$ cat config.mk
export PLATFORM = sky130hd
export DESIGN_NAME = uart_rx_os
export DESIGN_NICKNAME = d
export VERILOG_FILES = /design/src/rtl/uart_rx_os.sv
export SDC_FILE = /design/constraint.sdc
export NUM_CORES = 1
export LEC_CHECK = 0
export CELL_PAD_IN_SITES_DETAIL_PLACEMENT = 1
export CELL_PAD_IN_SITES_GLOBAL_PLACEMENT = 1
export CORE_ASPECT_RATIO = 0.9
export CORE_MARGIN = 2
export CORE_UTILIZATION = 45
export DETAILED_ROUTE_END_ITERATION = 10
export GPL_TIMING_DRIVEN = 0
export PLACE_DENSITY_LB_ADDON = 0.1
export SLEW_MARGIN = 20
export SYNTH_ARGS = -nofsm -noshare
export SYNTH_HDL_FRONTEND = slang
export SYNTH_SLANG_ARGS = --single-unit
$ cat constraint.sdc
create_clock -name clk -period 2.7 [get_ports clk]
set_clock_uncertainty 0.2 [all_clocks]
set_input_delay 0.54 -clock clk [delete_from_list [all_inputs] [get_ports clk]]
set_output_delay 0.54 -clock clk [all_outputs]
set_load 0.02 [all_outputs]
$ cat src/rtl/uart_rx_os.sv
// uart_rx_os - oversampling UART receiver for the debug port command path.
//
// Takes an already-synchronized serial line and the shared baud_tick, which
// pulses OVERSAMPLE times per bit period. Each valid frame produces one
// strobed byte.
//
// Ports:
//   clk           system clock
//   reset         asynchronous, active-low reset
//   baud_tick     single-cycle pulse, OVERSAMPLE per bit period
//   rx            synchronized serial line, idle high
//   rx_data       last correctly received byte (LSB first on the wire)
//   rx_done_tick  one-clk strobe: rx_data updated
//   frame_err     one-clk strobe: stop bit sampled low
//   parity_err    one-clk strobe: even-parity mismatch (UART_RX_PARITY_EN only)
//   busy          high while a frame is in progress
//
// Build option: define UART_RX_PARITY_EN to receive 8E1 frames. This adds a
// PARITY state between DATA and STOP and adds the parity_err output.
//
// state  | meaning
// -------+---------------------------------------------------------------
// IDLE   | waiting for rx low while armed
// START  | counting to the middle of the start bit to confirm it
// DATA   | sampling data bits in the middle of each bit period
// PARITY | sampling the even-parity bit (UART_RX_PARITY_EN only)
// STOP   | sampling the stop bit, then issuing a strobe

module uart_rx_os #(
   parameter int DATA_BITS  = 8,
   parameter int OVERSAMPLE = 16
) (
   input  logic                 clk,
   input  logic                 reset,
   input  logic                 baud_tick,
   input  logic                 rx,
   output logic [DATA_BITS-1:0] rx_data,
   output logic                 rx_done_tick,
   output logic                 frame_err,
`ifdef UART_RX_PARITY_EN
   output logic                 parity_err,
`endif
   output logic                 busy
);

   localparam int TW = $clog2(OVERSAMPLE);
   localparam int BW = $clog2(DATA_BITS + 1);

   localparam logic [TW-1:0] TICK_MID = TW'(OVERSAMPLE / 2 - 1);
   localparam logic [TW-1:0] TICK_END = TW'(OVERSAMPLE - 1);
   localparam logic [BW-1:0] BIT_LAST = BW'(DATA_BITS - 1);

   localparam logic [2:0] S_IDLE   = 3'd0;
   localparam logic [2:0] S_START  = 3'd1;
   localparam logic [2:0] S_DATA   = 3'd2;
`ifdef UART_RX_PARITY_EN
   localparam logic [2:0] S_PARITY = 3'd3;
`endif
   localparam logic [2:0] S_STOP   = 3'd4;

   logic [2:0]           state_q, state_d;
   logic [TW-1:0]        tick_q, tick_d;
   logic [BW-1:0]        bit_q, bit_d;
   logic [DATA_BITS-1:0] shift_q, shift_d;
   logic [DATA_BITS-1:0] data_q, data_d;
   logic                 done_q, done_d;
   logic                 ferr_q, ferr_d;
   logic                 armed_q, armed_d;
`ifdef UART_RX_PARITY_EN
   logic                 perr_q, perr_d;
   logic                 par_bad_q, par_bad_d;
`endif

   always_comb begin
      state_d = state_q;
      tick_d  = tick_q;
      bit_d   = bit_q;
      shift_d = shift_q;
      data_d  = data_q;
      armed_d = armed_q;
      done_d  = 1'b0;
      ferr_d  = 1'b0;
`ifdef UART_RX_PARITY_EN
      perr_d    = 1'b0;
      par_bad_d = par_bad_q;
`endif
      if (baud_tick) begin
         // Any high sample re-arms; this includes the stop bit itself, which
         // allows back-to-back frames.
         if (rx) armed_d = 1'b1;
         case (state_q)
            S_IDLE: begin
               if (!rx && armed_q) begin
                  state_d = S_START;
                  tick_d  = '0;
               end
            end
            S_START: begin
               if (tick_q == TICK_MID) begin
                  if (rx) begin
                     state_d = S_IDLE;
                  end else begin
                     tick_d  = '0;
                     bit_d   = '0;
                     state_d = S_DATA;
                  end
               end else begin
                  tick_d = tick_q + 1'b1;
               end
            end
            S_DATA: begin
               if (tick_q == TICK_END) begin
                  shift_d = {rx, shift_q[DATA_BITS-1:1]};
                  tick_d  = '0;
                  bit_d   = bit_q + 1'b1;
                  if (bit_q == BIT_LAST) begin
`ifdef UART_RX_PARITY_EN
                     state_d = S_PARITY;
`else
                     state_d = S_STOP;
`endif
                  end
               end else begin
                  tick_d = tick_q + 1'b1;
               end
            end
`ifdef UART_RX_PARITY_EN
            S_PARITY: begin
               if (tick_q == TICK_END) begin
                  par_bad_d = ^{shift_q, rx};
                  tick_d    = '0;
                  state_d   = S_STOP;
               end else begin
                  tick_d = tick_q + 1'b1;
               end
            end
`endif
            S_STOP: begin
               if (tick_q == TICK_END) begin
                  tick_d  = '0;
                  state_d = S_IDLE;
                  if (!rx) begin
                     // A bad stop bit outranks a parity error. Disarming
                     // keeps a held-low break from producing frames.
                     ferr_d  = 1'b1;
                     armed_d = 1'b0;
`ifdef UART_RX_PARITY_EN
                  end else if (par_bad_q) begin
                     perr_d = 1'b1;
`endif
                  end else begin
                     done_d = 1'b1;
                     data_d = shift_q;
                  end
               end else begin
                  tick_d = tick_q + 1'b1;
               end
            end
            default: state_d = S_IDLE;
         endcase
      end
   end

   always_ff @(posedge clk or negedge reset) begin
      if (!reset) begin
         state_q   <= S_IDLE;
         tick_q    <= '0;
         bit_q     <= '0;
         shift_q   <= '0;
         data_q    <= '0;
         done_q    <= 1'b0;
         ferr_q    <= 1'b0;
         armed_q   <= 1'b0;
`ifdef UART_RX_PARITY_EN
         perr_q    <= 1'b0;
         par_bad_q <= 1'b0;
`endif
      end else begin
         state_q   <= state_d;
         tick_q    <= tick_d;
         bit_q     <= bit_d;
         shift_q   <= shift_d;
         data_q    <= data_d;
         done_q    <= done_d;
         ferr_q    <= ferr_d;
         armed_q   <= armed_d;
`ifdef UART_RX_PARITY_EN
         perr_q    <= perr_d;
         par_bad_q <= par_bad_d;
`endif
      end
   end

   assign rx_data      = data_q;
   assign rx_done_tick = done_q;
   assign frame_err    = ferr_q;
`ifdef UART_RX_PARITY_EN
   assign parity_err   = perr_q;
`endif
   assign busy         = (state_q != S_IDLE);

endmodule

==> results of run 1 <==
[cell families (layout without fill, tap and decap cells)]
logic type,count (synthesis),count (layout)
DFF,30,30
xor gates and xnor gates,2,2
muxes,21,21
adders and majority gates,2,2
and+or+nand+nor,34,34
buffers and inverters,11,32
AOI/OAI and AO/OA,17,17
[Yosys cell counts, drive strengths merged]
| master | instances |
|---|---|
| a32oi | 1 |
| xor2 | 1 |
| mux2 | 18 |
| mux2i | 3 |
| a2bb2oi | 2 |
| a221o | 1 |
| o2111ai | 1 |
| o2111a | 1 |
| or3 | 1 |
| xnor2 | 1 |
| o22ai | 1 |
| or3b | 1 |
| o21ai | 4 |
| and3b | 1 |
| nand3 | 6 |
| or2 | 2 |
| clkbuf | 2 |
| dfrtp | 30 |
| nand2 | 8 |
| a22o | 1 |
| ha | 2 |
| a311o | 1 |
| nand4 | 1 |
| nand3b | 1 |
| buf | 4 |
| nor2 | 8 |
| a31oi | 1 |
| o31ai | 1 |
| nor2b | 3 |
| inv | 5 |
| nor3b | 2 |
| a22oi | 1 |
| a21oi | 1 |
[metal layers]
layer,vias up,GRT usage [%],share of wire (%)
met1,456,23.8,48
li1,456,-,-
met2,14,27.2,48
met5,-,0,0
met3,4,6.31,3.1
met4,0,6.52,1.3
[worst paths after layout]
| kind | to | cells after the start | start | slack [ns] |
|---|---|---|---|---|
| worst max-delay path | busy | 3 | state_q[2]$_DFFE_PN0P_ | 0.17 |
| worst min-delay path | state_q[1]$_DFFE_PN0P_ | 1 | reset | 0.04 |
| worst max register to register | shift_q[7]$_DFFE_PN0P_ | 5 | state_q[0]$_DFFE_PN0P_ | 0.56 |
| worst min register to register | rx_data[0]$_DFFE_PN0P_ | 1 | rx_data[0]$_DFFE_PN0P_ | 0.30 |
| max in group asynchronous | armed_q$_DFFE_PN0P_ | 1 | reset | 1.82 |
| min in group clk | rx_data[0]$_DFFE_PN0P_ | 1 | rx_data[0]$_DFFE_PN0P_ | 0.30 |
[state kept, by name (all words and copies together), names as in the netlist]
name          cells
state_q           3
frame_err         1
rx_done_tick      1
tick_q            4
armed_q           1
bit_q             4
shift_q           8
rx_data           8
[through the flow]
step | util [%] | instances | hold slack [ns] | area, um2
2_1_floorplan | - | 117 | 0.0444 | 1430
3_3_place_gp | 53.0 | 172 | 0.267 | 1610
3_5_place_dp | 52.9 | 172 | 0.285 | 1610
4_1_cts | 54.9 | 180 | 0.0653 | 1670
5_1_grt | 54.9 | 180 | 0.0607 | 1670
6_report | 54.9 | 180 | 0.0438 | 1670
[worst max-delay path, delay by kind of cell (launching register included)]
family        cells  cell delay [ns]
buf+inv           2             0.69
simple gates      1             0.40
flops             1             0.39
[cells in the final DEF, fill, tap and decap left out, drive strengths merged, types with 2 or more instances in the layout]
master,instances
nand3,6
clkdlybuf4s50,12
nor2,8
dfrtp,30
nor2b,3
inv,5
clkbuf,9
ha,2
mux2i,3
nor3b,2
o21ai,4
nand2,8
buf,5
a2bb2oi,2
mux2,18
or2,2
[layout make-up]
| class | count | area, um2 | share of cell area (%) |
|---|---|---|---|
| repair buffers | 13 | 125 | 7.50 |
| plain buffers | 6 | 43.8 | 2.62 |
| multi-input cells | 76 | 618 | 37.0 |
| inverters | 5 | 18.8 | 1.12 |
| well taps | 42 | 52.6 | 3.15 |
| flip-flops and latches | 30 | 751 | 45.0 |
| clock inverters | 1 | 5.00 | 0.300 |
| clock buffers | 7 | 55.1 | 3.30 |
[report_power, final]
| group | total, uW | switching [uW] | internal [uW] |
|---|---|---|---|
| Clock | 268 | 142 | 126 |
| Sequential | 518 | 29.6 | 488 |
| Combinational | 291 | 164 | 127 |
==> reports/metrics.yaml, run 1 <==
die_area_um2: 3650
clk_latency_ns: 0.31
drive_above_1_share_pct: 24.6
fin_setup_tns_ns: 0
muxShareOfSynthArea_pct: 16.5
antenna-diode-count: 0
worst_setup_path_end_kind: "primary output"
synthSimpleGateAreaFrac_pct: 14.0
min_period_ns: 2.53
place_hpwl_um: 1980
core_um2: 3040
drcViolationCount: 0
synth-xor-area-share_pct: 1.22
final_hold_viol_count: 0
max-slew-margin-rel_pct: 56.5
slowest_delay_ns: 0.55
p_leak_uw: 0.000770
std_cell_rows: 19
grt_pass1_wl_um: 4930
power_uw: 1080
setup_viol: 0
cts_setup_buffers: 0
fin_nets: 143
clock.fmax_mhz: 396
status: "finished, final reports clean"
synth_top_cell_by_area: "dfrtp_1"
clk_pin_slew_worst_paths_ns: 0.09
chipHeight_um: 57.5
cts_tree: "done"
vias: 930
fp.dieW_um: 63.5
synth_warnings: 0
synth_compound_area_share_pct: 9.70
htree_levels: 2
max_cap_violations: 0
postSynthCellCount: 117
grt-ovfl-total: 0
worstPathArrival_ns: 1.79
startpoint_type: "flop"
synth_seq_cells: 30
ir_drop_uv: 368
synth_top_family_by_area: "multiplexers"
min_path_type: "in2async"
syn_area_um2: 1430
preCtsSetupSlack_ns: 0.166
grt_pass1_vias: 1046
synth_top_area_share_pct: 52.4
cts_buffers: 5
antenna_found_initial: 0
crit_fanout: 8
ys_seq_area_share_pct: 52.4
initial_core_util_pct: 47.0
syn_avg_cell_area_um2: 12.2
vias_per_cell: 5.17
rsz0062_at_grt: "false"
wl_per_cell_um: 15.0
wirelength_um: 2710
crit_type: "reg2out"
postCtsHoldBufs: 0
root_buffer: "clkbuf_4"
area_growth_pct: 16.6
top_level_ports: 15
fillCellCount: 343
grt_max_degree: 31
fin_ws_ns: 0.174
cellPowerDensity_nw_per_um2: 645
tightestPinTransition_ns: 0.652
synthAdderAreaFrac_pct: 1.75
synth_area_leaders: "dfrtp_1 (52%), mux2_2 (9.4%), mux2_1 (3.9%)"
cpMaxStageDelayCell: "clkdlybuf4s50_1"
syn_nets: 123
critical_path.cell_chain: "buf_6 > or3_4 > clkdlybuf4s50_1"
ys_types: 41
clkSinkCount: 30
clock_path_buffers: 2
worst_ep_required_time_ns: 1.96
io_buffers: 13
ant_nets: 0
slew_violations: 0
min_period_over_period_pct: 93.6
ctsResizeCount: 0
drt_iter0_markers: 13
grt_usage_pct: 17.9
dr.pass1.iters: 4
gp_congestion: 0.796
No activity file was read; power rests on OpenSTA's default activity.
==> inputs of run 2 (changes only) <==
Settings changed: CORE_UTILIZATION 45 to 40, MAX_ROUTING_LAYER set to met4.
Clock period 2.7 ns to 2.2 ns, I/O delays scaled along.
==> reports/metrics.yaml, run 2 (synthesized netlist as in run 1, its figures left out) <==
initial_core_util_pct: 42.1  # was 47.0%
clkSinkCount: 30  # unchanged
wirelength_um: 2730  # was 2710 um
grt_usage_pct: 16.7  # was 17.9%
io_buffers: 13  # unchanged
p_sw_uw: 438  # was 335 uW
reg2reg_to: "shift_q[3]$_DFFE_PN0P_"  # was shift_q[7]$_DFFE_PN0P_
place_hpwl_um: 2030  # was 1980 um
fin_nets: 143  # unchanged
max-slew-margin-rel_pct: 56.5  # about the same
crit_type: "reg2out"  # unchanged
reg2reg_from: "state_q[0]$_DFFE_PN0P_"  # unchanged
register_area_um2: 751  # unchanged
rsz0062_at_grt: "false"  # unchanged
antenna-diode-count: 0  # unchanged
dpl_cell_area_um2: 1610  # about the same
p_leak_uw: 0.000784  # was 0.000770 uW
worst_setup_path_end_kind: "primary output"  # unchanged
postCtsHoldBufs: 0  # unchanged
place_inst: 174  # was 172
vias: 960  # was 930
ant_nets: 0  # unchanged
status: "finished, violations left"  # was finished, final reports clean
ir_drop_uv: 537  # was 368 uV
dr.pass1.iters: 4  # unchanged
grt-ovfl-total: 0  # unchanged
drcViolationCount: 0  # unchanged
std_cell_rows: 20  # was 19
clkPwrFrac_pct: 31.0  # was 24.9%
htree_levels: 2  # unchanged
p_int_uw: 1010  # was 741 uW
final_hold_viol_count: 26  # was 0
min_period_ns: 2.13
cp-startpoint: "state_q[2]$_DFFE_PN0P_"  # unchanged
cts_tree: "done"  # unchanged
core_um2: 3400  # was 3040 um2
setup_viol: 0  # unchanged
swShare_pct: 30.3  # was 31.1%
whs_ns: -0.0151  # was 0.0438 ns
cts_buffers: 5  # unchanged
root_buffer: "clkbuf_8"  # was clkbuf_4
grt_pass1_wl_um: 4750  # was 4930 um
vias_per_cell: 5.27  # was 5.17
chipHeight_um: 60.8  # was 57.5 um
fp.dieW_um: 67.1  # was 63.5 um
crit_fanout: 8  # unchanged
violations: "negative hold slack"
drt_iter0_markers: 29  # was 13
final_common_cell: "dfrtp_1"  # unchanged
fillCellCount: 379  # was 343
cts_setup_buffers: 0  # unchanged
pwr-share-seq_pct: 44.2  # was 48.1%
drive_above_1_share_pct: 26.1  # was 24.6%
cellPowerDensity_nw_per_um2: 844  # was 645 nW/um2
clock_path_buffers: 2  # unchanged
gp_congestion: 0.793  # was 0.796
worst_ep_required_time_ns: 1.56  # was 1.96 ns
min_path_type: "in2async"  # unchanged
area_growth_pct: 19.7  # was 16.6%
grt_pass1_vias: 982  # was 1046
multi_input_area_um2: 628  # was 618 um2
clk_latency_ns: 0.28  # was 0.31 ns
reg2reg_slack_ns: 0.18  # was 0.56 ns
stdcell_area_um2: 1710  # was 1670 um2
startpoint_type: "flop"  # unchanged
grt_max_degree: 31  # unchanged
top_level_ports: 15  # unchanged
worstPathArrival_ns: 1.49  # was 1.79 ns
pwr-share-comb_pct: 24.7  # was 27.0%
power_uw: 1450  # was 1080 uW
layout_common_cells: "dfrtp_1 (30), mux2_2 (12), clkdlybuf4s50_1 (11)"  # was dfrtp_1 (30), mux2_2 (12), clkdlybuf4s50_1 (12)
wl_per_cell_um: 15.0  # about the same
fin_ws_ns: 0.0727  # was 0.174 ns
antenna_found_initial: 0  # unchanged
min_period_over_period_pct: 96.7
slew_violations: 0  # unchanged
max_cap_violations: 0  # unchanged
tightestPinTransition_ns: 0.652  # about the same
final_cells: 182  # was 180
clk_pin_slew_worst_paths_ns: 0.06  # was 0.09 ns
die_area_um2: 4070  # was 3650 um2
preCtsSetupSlack_ns: -0.224  # was 0.166 ns
rr_worst_depth: 5  # unchanged
clock.fmax_mhz: 470
[run 2: changes by cell type in the layout (fill, tap and decap cells not counted)]
| cell | previous run | this run |
|---|---|---|
| a32oi_1 | 1 | 0 |
| a32oi_2 | 0 | 1 |
| clkbuf_4 | 5 | 0 |
| clkbuf_8 | 1 | 6 |
| clkdlybuf4s15_1 | 0 | 1 |
| clkdlybuf4s50_1 | 12 | 11 |
| nor2b_1 | 3 | 2 |
| nor2b_2 | 0 | 1 |
[run 2: metal layers]
layer  global-route usage [%]  routed length, um
met1                     23.0               1330
met2                     22.9               1260
met3                     4.45                 86
met4                     7.87                 51
met5                        -                  0
[run 2: worst max-delay path by stage]
stage,end,slack [ns],depth (start not counted)
floorplan,state_q[2]$_DFFE_PN0P_,0.35,5
global placement,shift_q[5]$_DFFE_PN0P_,-0.18,5
detailed placement,shift_q[3]$_DFFE_PN0P_,-0.22,5
CTS,busy,0.03,3
global route,busy,0.03,3
finish,busy,0.07,3
[run 2: repair_timing]
item,in CTS,in global routing
gates resized for setup,1,3
pin swaps,0,0
endpoints found under the setup margin,1,9
[run 2: stage by stage]
| step | TNS, ns | util (%) |
|---|---|---|
| floorplan | 0 | - |
| global placement | -3.91 | 47.5 |
| detailed placement | -1.66 | 47.4 |
| CTS | 0 | 50.0 |
| global route | 0 | 50.3 |
| finish | 0 | 50.3 |
[run 2: cell type report]
cell class                 count  share of cell area [%]
multi-input combinational     76                    36.7
clock buffer                   7                    5.04
sequential                    30                    43.8
tap                           44                    3.21
inverter                       5                    1.10
clock inverter                 1                   0.292
buffer                         6                    2.56
timing repair buffer          13                    7.30
[run 2: critical path: stages (launching register included)]
cell and delay, ns:
dfrtp_1 0.37, buf_6 0.14, or3_4 0.41, clkdlybuf4s15_1 0.29
[run 2: power groups by stage]
stage | Clock (uW) | Sequential (uW) | Combinational (uW)
6_report | 449 | 640 | 357
5_1_grt | 483 | 649 | 405
4_1_cts | 465 | 639 | 350
3_5_place_dp | 0 | 649 | 357
3_3_place_gp | 0 | 647 | 346
2_1_floorplan | 0 | 638 | 271
